==> src/rtl/pipe_hazard_ctrl_if.sv <==
// Hazard-information and pipeline-control bundle between the datapath and pipe_hazard_ctrl.
// master: the hazard controller; slave: the datapath that consumes the controls.
interface pipe_hazard_ctrl_if #(
    parameter int CNT_W = 16
);
    logic [4:0]       id_rs1;
    logic [4:0]       id_rs2;
    logic             id_use_rs1;
    logic             id_use_rs2;
    logic             id_halt;
    logic [4:0]       ex_rd;
    logic             ex_mem_read;
    logic             ex_redirect;
    logic             wb_halt;
    logic             mem_busy;

    logic             pc_en;
    logic             if_id_en;
    logic             id_ex_en;
    logic             ex_mem_en;
    logic             mem_wb_en;
    logic             if_id_flush;
    logic             id_ex_flush;
    logic             pc_redirect;
    logic             halted;
    logic             drain_err;
    logic [CNT_W-1:0] stall_cnt;
    logic [CNT_W-1:0] flush_cnt;

    modport master (
        input  id_rs1, id_rs2, id_use_rs1, id_use_rs2, id_halt,
        input  ex_rd, ex_mem_read, ex_redirect, wb_halt, mem_busy,
        output pc_en, if_id_en, id_ex_en, ex_mem_en, mem_wb_en,
        output if_id_flush, id_ex_flush, pc_redirect, halted, drain_err,
        output stall_cnt, flush_cnt
    );

    modport slave (
        output id_rs1, id_rs2, id_use_rs1, id_use_rs2, id_halt,
        output ex_rd, ex_mem_read, ex_redirect, wb_halt, mem_busy,
        input  pc_en, if_id_en, id_ex_en, ex_mem_en, mem_wb_en,
        input  if_id_flush, id_ex_flush, pc_redirect, halted, drain_err,
        input  stall_cnt, flush_cnt
    );
endinterface

==> src/rtl/pipe_hazard_ctrl.sv <==
// Pipeline hazard sequencer: buffer enables, bubbles, PC redirect and halt-drain FSM.
// Optional macro PIPE_PERF_CNT_EN adds saturating stall/flush performance counters.
module pipe_hazard_ctrl #(
    parameter int DRAIN_MAX = 8,
    parameter int CNT_W     = 16
) (
    input  logic              clk,
    input  logic              rst_n,
    pipe_hazard_ctrl_if.master bus
);
    typedef enum logic [1:0] {RUN, DRAIN, HALTED} state_t;

    localparam int DW = $clog2(DRAIN_MAX + 1);
    localparam logic [DW-1:0] DRAIN_LAST = DW'(DRAIN_MAX - 1);

    state_t        state;
    logic [DW-1:0] drain_cnt;
    logic          drain_err_q;
    logic          load_use;

    logic pc_en, if_id_en, id_ex_en, ex_mem_en, mem_wb_en;
    logic if_id_flush, id_ex_flush, pc_redirect, halted;

    assign load_use = bus.ex_mem_read && (bus.ex_rd != 5'd0) &&
                      ((bus.id_use_rs1 && (bus.id_rs1 == bus.ex_rd)) ||
                       (bus.id_use_rs2 && (bus.id_rs2 == bus.ex_rd)));

    // Priority: mem_busy > ex_redirect > load-use > id_halt; everything quiet while in reset.
    always_comb begin
        pc_en       = 1'b0;
        if_id_en    = 1'b0;
        id_ex_en    = 1'b0;
        ex_mem_en   = 1'b0;
        mem_wb_en   = 1'b0;
        if_id_flush = 1'b0;
        id_ex_flush = 1'b0;
        pc_redirect = 1'b0;
        halted      = 1'b0;
        if (rst_n) begin
            case (state)
                RUN: begin
                    if (!bus.mem_busy) begin
                        pc_en     = 1'b1;
                        if_id_en  = 1'b1;
                        id_ex_en  = 1'b1;
                        ex_mem_en = 1'b1;
                        mem_wb_en = 1'b1;
                        if (bus.ex_redirect) begin
                            pc_redirect = 1'b1;
                            if_id_flush = 1'b1;
                            id_ex_flush = 1'b1;
                        end else if (load_use) begin
                            pc_en       = 1'b0;
                            if_id_en    = 1'b0;
                            id_ex_flush = 1'b1;
                        end else if (bus.id_halt) begin
                            pc_en       = 1'b0;
                            if_id_flush = 1'b1;
                        end
                    end
                end
                DRAIN: begin
                    // Redirects are ignored here: only older instructions remain in flight.
                    if (!bus.mem_busy) begin
                        if_id_en    = 1'b1;
                        if_id_flush = 1'b1;
                        id_ex_en    = 1'b1;
                        ex_mem_en   = 1'b1;
                        mem_wb_en   = 1'b1;
                    end
                end
                HALTED: halted = 1'b1;
                default: ;
            endcase
        end
    end

    always_ff @(posedge clk or negedge rst_n) begin
        if (!rst_n) begin
            state       <= RUN;
            drain_cnt   <= '0;
            drain_err_q <= 1'b0;
        end else begin
            case (state)
                RUN: begin
                    if (!bus.mem_busy && !bus.ex_redirect && !load_use && bus.id_halt) begin
                        state     <= DRAIN;
                        drain_cnt <= '0;
                    end
                end
                DRAIN: begin
                    // Watchdog only counts cycles in which the pipeline actually advanced.
                    if (!bus.mem_busy) begin
                        if (bus.wb_halt) begin
                            state <= HALTED;
                        end else if (drain_cnt == DRAIN_LAST) begin
                            drain_err_q <= 1'b1;
                            state       <= HALTED;
                        end else begin
                            drain_cnt <= drain_cnt + DW'(1);
                        end
                    end
                end
                HALTED: ;
                default: state <= RUN;
            endcase
        end
    end

    assign bus.pc_en       = pc_en;
    assign bus.if_id_en    = if_id_en;
    assign bus.id_ex_en    = id_ex_en;
    assign bus.ex_mem_en   = ex_mem_en;
    assign bus.mem_wb_en   = mem_wb_en;
    assign bus.if_id_flush = if_id_flush;
    assign bus.id_ex_flush = id_ex_flush;
    assign bus.pc_redirect = pc_redirect;
    assign bus.halted      = halted;
    assign bus.drain_err   = drain_err_q;

`ifdef PIPE_PERF_CNT_EN
    logic             stall_evt;
    logic             flush_evt;
    logic [CNT_W-1:0] stall_q;
    logic [CNT_W-1:0] flush_q;

    assign stall_evt = (state != HALTED) &&
                       (bus.mem_busy || ((state == RUN) && !bus.ex_redirect && load_use));
    assign flush_evt = (state == RUN) && !bus.mem_busy && bus.ex_redirect;

    // Counters stick at all-ones rather than wrapping.
    always_ff @(posedge clk or negedge rst_n) begin
        if (!rst_n) begin
            stall_q <= '0;
            flush_q <= '0;
        end else begin
            if (stall_evt && (stall_q != '1))
                stall_q <= stall_q + CNT_W'(1);
            if (flush_evt && (flush_q != '1))
                flush_q <= flush_q + CNT_W'(1);
        end
    end

    assign bus.stall_cnt = stall_q;
    assign bus.flush_cnt = flush_q;
`else
    assign bus.stall_cnt = '0;
    assign bus.flush_cnt = '0;
`endif

endmodule

==> src/flat_wrapper.sv <==
// flat-port wrapper written by rule: the top's interface ports become plain ports
module pipe_hazard_ctrl_flat 
#(
    parameter int DRAIN_MAX = 8,
    parameter int CNT_W     = 16
)
  (clk, rst_n, bus_id_rs1, bus_id_rs2, bus_id_use_rs1, bus_id_use_rs2, bus_id_halt, bus_ex_rd, bus_ex_mem_read, bus_ex_redirect, bus_wb_halt, bus_mem_busy, bus_pc_en, bus_if_id_en, bus_id_ex_en, bus_ex_mem_en, bus_mem_wb_en, bus_if_id_flush, bus_id_ex_flush, bus_pc_redirect, bus_halted, bus_drain_err, bus_stall_cnt, bus_flush_cnt);
  pipe_hazard_ctrl_if #(.CNT_W(CNT_W)) bus_i ();
  input  logic clk;
  input  logic rst_n;
  input wire logic [$bits(bus_i.id_rs1)-1:0] bus_id_rs1;
  input wire logic [$bits(bus_i.id_rs2)-1:0] bus_id_rs2;
  input wire logic [$bits(bus_i.id_use_rs1)-1:0] bus_id_use_rs1;
  input wire logic [$bits(bus_i.id_use_rs2)-1:0] bus_id_use_rs2;
  input wire logic [$bits(bus_i.id_halt)-1:0] bus_id_halt;
  input wire logic [$bits(bus_i.ex_rd)-1:0] bus_ex_rd;
  input wire logic [$bits(bus_i.ex_mem_read)-1:0] bus_ex_mem_read;
  input wire logic [$bits(bus_i.ex_redirect)-1:0] bus_ex_redirect;
  input wire logic [$bits(bus_i.wb_halt)-1:0] bus_wb_halt;
  input wire logic [$bits(bus_i.mem_busy)-1:0] bus_mem_busy;
  output wire logic [$bits(bus_i.pc_en)-1:0] bus_pc_en;
  output wire logic [$bits(bus_i.if_id_en)-1:0] bus_if_id_en;
  output wire logic [$bits(bus_i.id_ex_en)-1:0] bus_id_ex_en;
  output wire logic [$bits(bus_i.ex_mem_en)-1:0] bus_ex_mem_en;
  output wire logic [$bits(bus_i.mem_wb_en)-1:0] bus_mem_wb_en;
  output wire logic [$bits(bus_i.if_id_flush)-1:0] bus_if_id_flush;
  output wire logic [$bits(bus_i.id_ex_flush)-1:0] bus_id_ex_flush;
  output wire logic [$bits(bus_i.pc_redirect)-1:0] bus_pc_redirect;
  output wire logic [$bits(bus_i.halted)-1:0] bus_halted;
  output wire logic [$bits(bus_i.drain_err)-1:0] bus_drain_err;
  output wire logic [$bits(bus_i.stall_cnt)-1:0] bus_stall_cnt;
  output wire logic [$bits(bus_i.flush_cnt)-1:0] bus_flush_cnt;
  assign bus_i.id_rs1 = bus_id_rs1;
  assign bus_i.id_rs2 = bus_id_rs2;
  assign bus_i.id_use_rs1 = bus_id_use_rs1;
  assign bus_i.id_use_rs2 = bus_id_use_rs2;
  assign bus_i.id_halt = bus_id_halt;
  assign bus_i.ex_rd = bus_ex_rd;
  assign bus_i.ex_mem_read = bus_ex_mem_read;
  assign bus_i.ex_redirect = bus_ex_redirect;
  assign bus_i.wb_halt = bus_wb_halt;
  assign bus_i.mem_busy = bus_mem_busy;
  assign bus_pc_en = bus_i.pc_en;
  assign bus_if_id_en = bus_i.if_id_en;
  assign bus_id_ex_en = bus_i.id_ex_en;
  assign bus_ex_mem_en = bus_i.ex_mem_en;
  assign bus_mem_wb_en = bus_i.mem_wb_en;
  assign bus_if_id_flush = bus_i.if_id_flush;
  assign bus_id_ex_flush = bus_i.id_ex_flush;
  assign bus_pc_redirect = bus_i.pc_redirect;
  assign bus_halted = bus_i.halted;
  assign bus_drain_err = bus_i.drain_err;
  assign bus_stall_cnt = bus_i.stall_cnt;
  assign bus_flush_cnt = bus_i.flush_cnt;
  pipe_hazard_ctrl #(.DRAIN_MAX(DRAIN_MAX), .CNT_W(CNT_W)) u_core (.clk(clk), .rst_n(rst_n), .bus(bus_i));
endmodule
==> config.mk <==
export PLATFORM = sky130hd
export DESIGN_NAME = pipe_hazard_ctrl_flat
export DESIGN_NICKNAME = d
export VERILOG_FILES = /design/src/rtl/pipe_hazard_ctrl_if.sv /design/src/rtl/pipe_hazard_ctrl.sv /design/src/flat_wrapper.sv
export SDC_FILE = /design/constraint.sdc
export NUM_CORES = 1
export LEC_CHECK = 0
export ABC_AREA = 0
export CAP_MARGIN = 20
export CORE_MARGIN = 2
export CORE_UTILIZATION = 31
export CTS_CLUSTER_SIZE = 28
export DETAILED_ROUTE_END_ITERATION = 8
export PLACE_DENSITY_LB_ADDON = 0.3
export SYNTH_ARGS = -nofsm -noshare
export SYNTH_HDL_FRONTEND = slang
export SYNTH_SLANG_ARGS = --single-unit
==> constraint.sdc <==
create_clock -name clk -period 1.5 [get_ports clk]
set_input_delay 0.3 -clock clk [delete_from_list [all_inputs] [get_ports clk]]
set_output_delay 0.3 -clock clk [all_outputs]
set_load 0.01 [all_outputs]
==> impl_summary.txt <==
----------------------------------------------------
[Run]
  Number of maximum-capacitance violations ... 0

[Synthesis]
  Count of state elements after synthesis ... 7
  Post-synth top cells ... sky130_fd_sc_hd__buf_4 (34), sky130_fd_sc_hd__xnor2_1 (10), sky130_fd_sc_hd__dfrtp_1 (7)
  Top area cells in the synthesized netlist ... sky130_fd_sc_hd__buf_4 (27%), sky130_fd_sc_hd__dfrtp_1 (19%), sky130_fd_sc_hd__xnor2_1 (9.4%), sky130_fd_sc_hd__o21ai_0 (3.2%), sky130_fd_sc_hd__nand2_1 (2.4%)
  Post-synth top area share ... 0.273
  Warnings from Yosys ... 0
  Leading register cell type out of synthesis ... sky130_fd_sc_hd__dfrtp_1
  Post-synth ARST share ... 1.00
  Synth Instances ... 115
  Synthesized area per cell ... 8.13 um2
  Register area share after synthesis ... 0.187
  Most repeated cell in the gate-level netlist after synthesis ... sky130_fd_sc_hd__buf_4
  Distinct cell type count after synthesis ... 40
  Number of enable flip-flop cells after synthesis ... 0
  Cell type with the highest aggregate area in the netlist ... sky130_fd_sc_hd__buf_4
  Mapped Area ... 935 um2

[Timing]
  Setup_tns ... -1770 ps
  Highest achievable clock rate ... 547 MHz
  Post-route worst hold slack ... 95.4 ps
  Hold violation count in the final report ... 0
  RSZ-0062 raised after global routing ... true
  Max Clock Skew ... 4.31 ps
  Fin crit share ... 1.22
  Number of max-slew violations in the final report ... 0
  Min setup slack post-route ... -327 ps
  Number of setup violations in the final report ... 8
  Minimum clock period ... 1830 ps

[Cells and area]
  Fraction of final layout cells with drive strength greater than 1 ... 0.434
  Synthesis-to-layout area growth ... 58.2%
  Final core occ ... 0.527
  Antenna cells ... 0
  Final net count ... 201

[Floorplanning]
  Floorplan Core Area ... 2810 um2
  Die Area ... 3470 um2
  Starting density of the core ... 0.333
  Floorplan die height ... around 60 um
  Std cell rows ... 19
  Horizontal extent of the die ... 58.9 um
  Count of pins on the block boundary ... 66

[Global routing]
  Largest net degree at the start of global routing ... 9
  M3 GR Usage ... 0.0330
  Global-route met1 utilization ... 0.157
  Via count of the first global-routing pass ... 871
  Met2 layer usage reported by global route ... 0.273
  Initial antenna violation count ... 0
  Gr ovfl total ... 0
  Wire length of the first global-routing pass ... 3850 um
  Overall global routing resource usage ... 0.146
  Most used routing layer in global routing ... met2

[Worst setup path]
  Critical Setup Path Class ... flip-flop to primary output
  Max FO, Critical Path ... 3
  Capturing element type of the critical path ... primary output
  CP max stage cell ... sky130_fd_sc_hd__or3b_4
  Register-to-register setup slack ... 30 ps
  Cell chain of the critical path ... or3b_4, nor2_4, and2_4, a31o_1, buf_2
  Worst reg2reg path depth ... 7
  Data arrival time at the worst-slack endpoint ... 1530 ps
  Delay of the slowest cell on the worst path ... 410 ps
  Critical path data required time ... between 1000 and 1500 ps
  Kind of start point of the critical path ... flip-flop
  Capture instance of the worst register-to-register path ... u_core.state[0]
  Worst path top cell family by delay ... simple AND/OR/NAND/NOR gates
  Buffers and inverters on the worst path ... 1
  Reg-to-reg critical path startpoint ... u_core.state[1]

[Drt]
  DRC viols ... 2
  Vias per std cell ... 4.56
  Violation count after the first detailed-routing iteration ... 25
  Final WL ... 2490 um
  Antenna-violating nets left ... 0
  Count of TritonRoute iterations in the first routing pass ... 6
  DR WL/cell ... 12.1 um
  Via count ... 940

[Clock network]
  Clock edge transition at the registers on the reported setup and hold paths ... 60 ps
  Clk sink count ... 7
  CTS root buf ... sky130_fd_sc_hd__clkbuf_4
  Maximum clock path buffer count ... 2
  CTS Buf Count ... 3
  Clock latency at the later pin of the worst-skew pair ... roughly 270 ps
  Clock tree from TritonCTS ... yes
  Number of H-tree levels ... 1

[Power]
  Worst IR Drop VDD ... between 0.3 and 0.4 mV
  Static Leak ... 0.711 nW
  Cell Pwr Density ... 913 nW/um2
  Final Power ... between 0.001 and 0.0015 W

[Min path]
  Class of the worst hold path ... input port to asynchronous set/reset pin

[Place]
  Final HPWL from detailed placement ... ~1900 um
  Routability congestion estimate ... 0.750
  Number of buffer cells added on primary ports ... 33

[Run status]
  Failing checks ... design-rule violations, negative setup slack
  Run status ... finished with violations

----------------------------------------------------
[cell usage in the layout, fill, tap and decap left out, drive strengths merged, types with 3 or more instances in the layout]
cell type	count
buf	41
clkbuf	10
clkdlybuf4s50	4
conb	32
dfrtp	7
dlygate4sd2	5
inv	3
nand2	6
nand2b	3
nand3	4
nor2	3
o21ai	7
xnor2	10
[flip-flops by register name, summed over array words and instances (netlist names)]
register / cells
u_core.state: 2
u_core.drain_cnt: 4
u_core.bus.drain_err: 1
[where the power goes]
part	internal, W	switching (W)	total (W)
clock network	0.000102	0.0000842	0.000187
logic	0.000444	0.000407	0.000851
registers	0.000254	0.0000577	0.000312
[layer usage]
layer | vias up | routed length (um) | part of all wire
met5 | - | 0 | 0
met4 | 0 | 33 | 0.013
met3 | 3 | 212 | 0.085
met2 | 52 | 1380 | 0.55
met1 | 425 | 862 | 0.35
li1 | 460 | - | -
[metrics by stage]
stage	setup WS, ps	instances	instance area (um2)
2_1_floorplan	-54.1	146	1060
3_3_place_gp	-1040	194	1310
3_5_place_dp	-1060	194	1310
4_1_cts	-366	205	1420
5_1_grt	-414	206	1480
6_report	-327	206	1480
[area by class of cell]
cell class,instances,area [um2]
repair buffers,60,487
multi-input cells,101,739
well taps,31,38.8
clock buffers,4,26.3
fillers,283,1330
inverters,3,11.3
flip-flops and latches,7,176
[cell families after synthesis]
| logic type | synth area share |
|---|---|
| adders and majority gates | 0.0134 |
| xor gates and xnor gates | 0.0937 |
| other | 0.00401 |
| AOI/OAI and AO/OA | 0.175 |
| buffers and inverters | 0.297 |
| muxes | 0.0120 |
| and+or+nand+nor | 0.217 |
| DFF | 0.187 |
[repair_timing]
action | CTS | global route
gates resized for setup | 92 | 33
pin swaps | 21 | 22
setup buffers | 7 | 2
hold buffers | 0 | 0
endpoints found under the setup margin | 14 | 13
hold endpoints to repair | 0 | 0
[worst max path at each step]
| stage | startpoint | to | slack (ps) | cells past startpoint |
|---|---|---|---|---|
| final | u_core.state[1] | bus_id_ex_flush | -330 | 5 |
| after global routing | u_core.state[1] | bus_id_ex_flush | -410 | 5 |
| after CTS | u_core.state[1] | bus_id_ex_flush | -370 | 5 |
| after detailed placement | bus_ex_rd[0] | bus_if_id_flush | -1060 | 6 |
| after global placement | bus_ex_rd[0] | bus_if_id_flush | -1040 | 6 |
| after floorplan | bus_ex_rd[0] | bus_id_ex_flush | -50 | 3 |
Note: power is estimated with default switching activity, not from simulation.
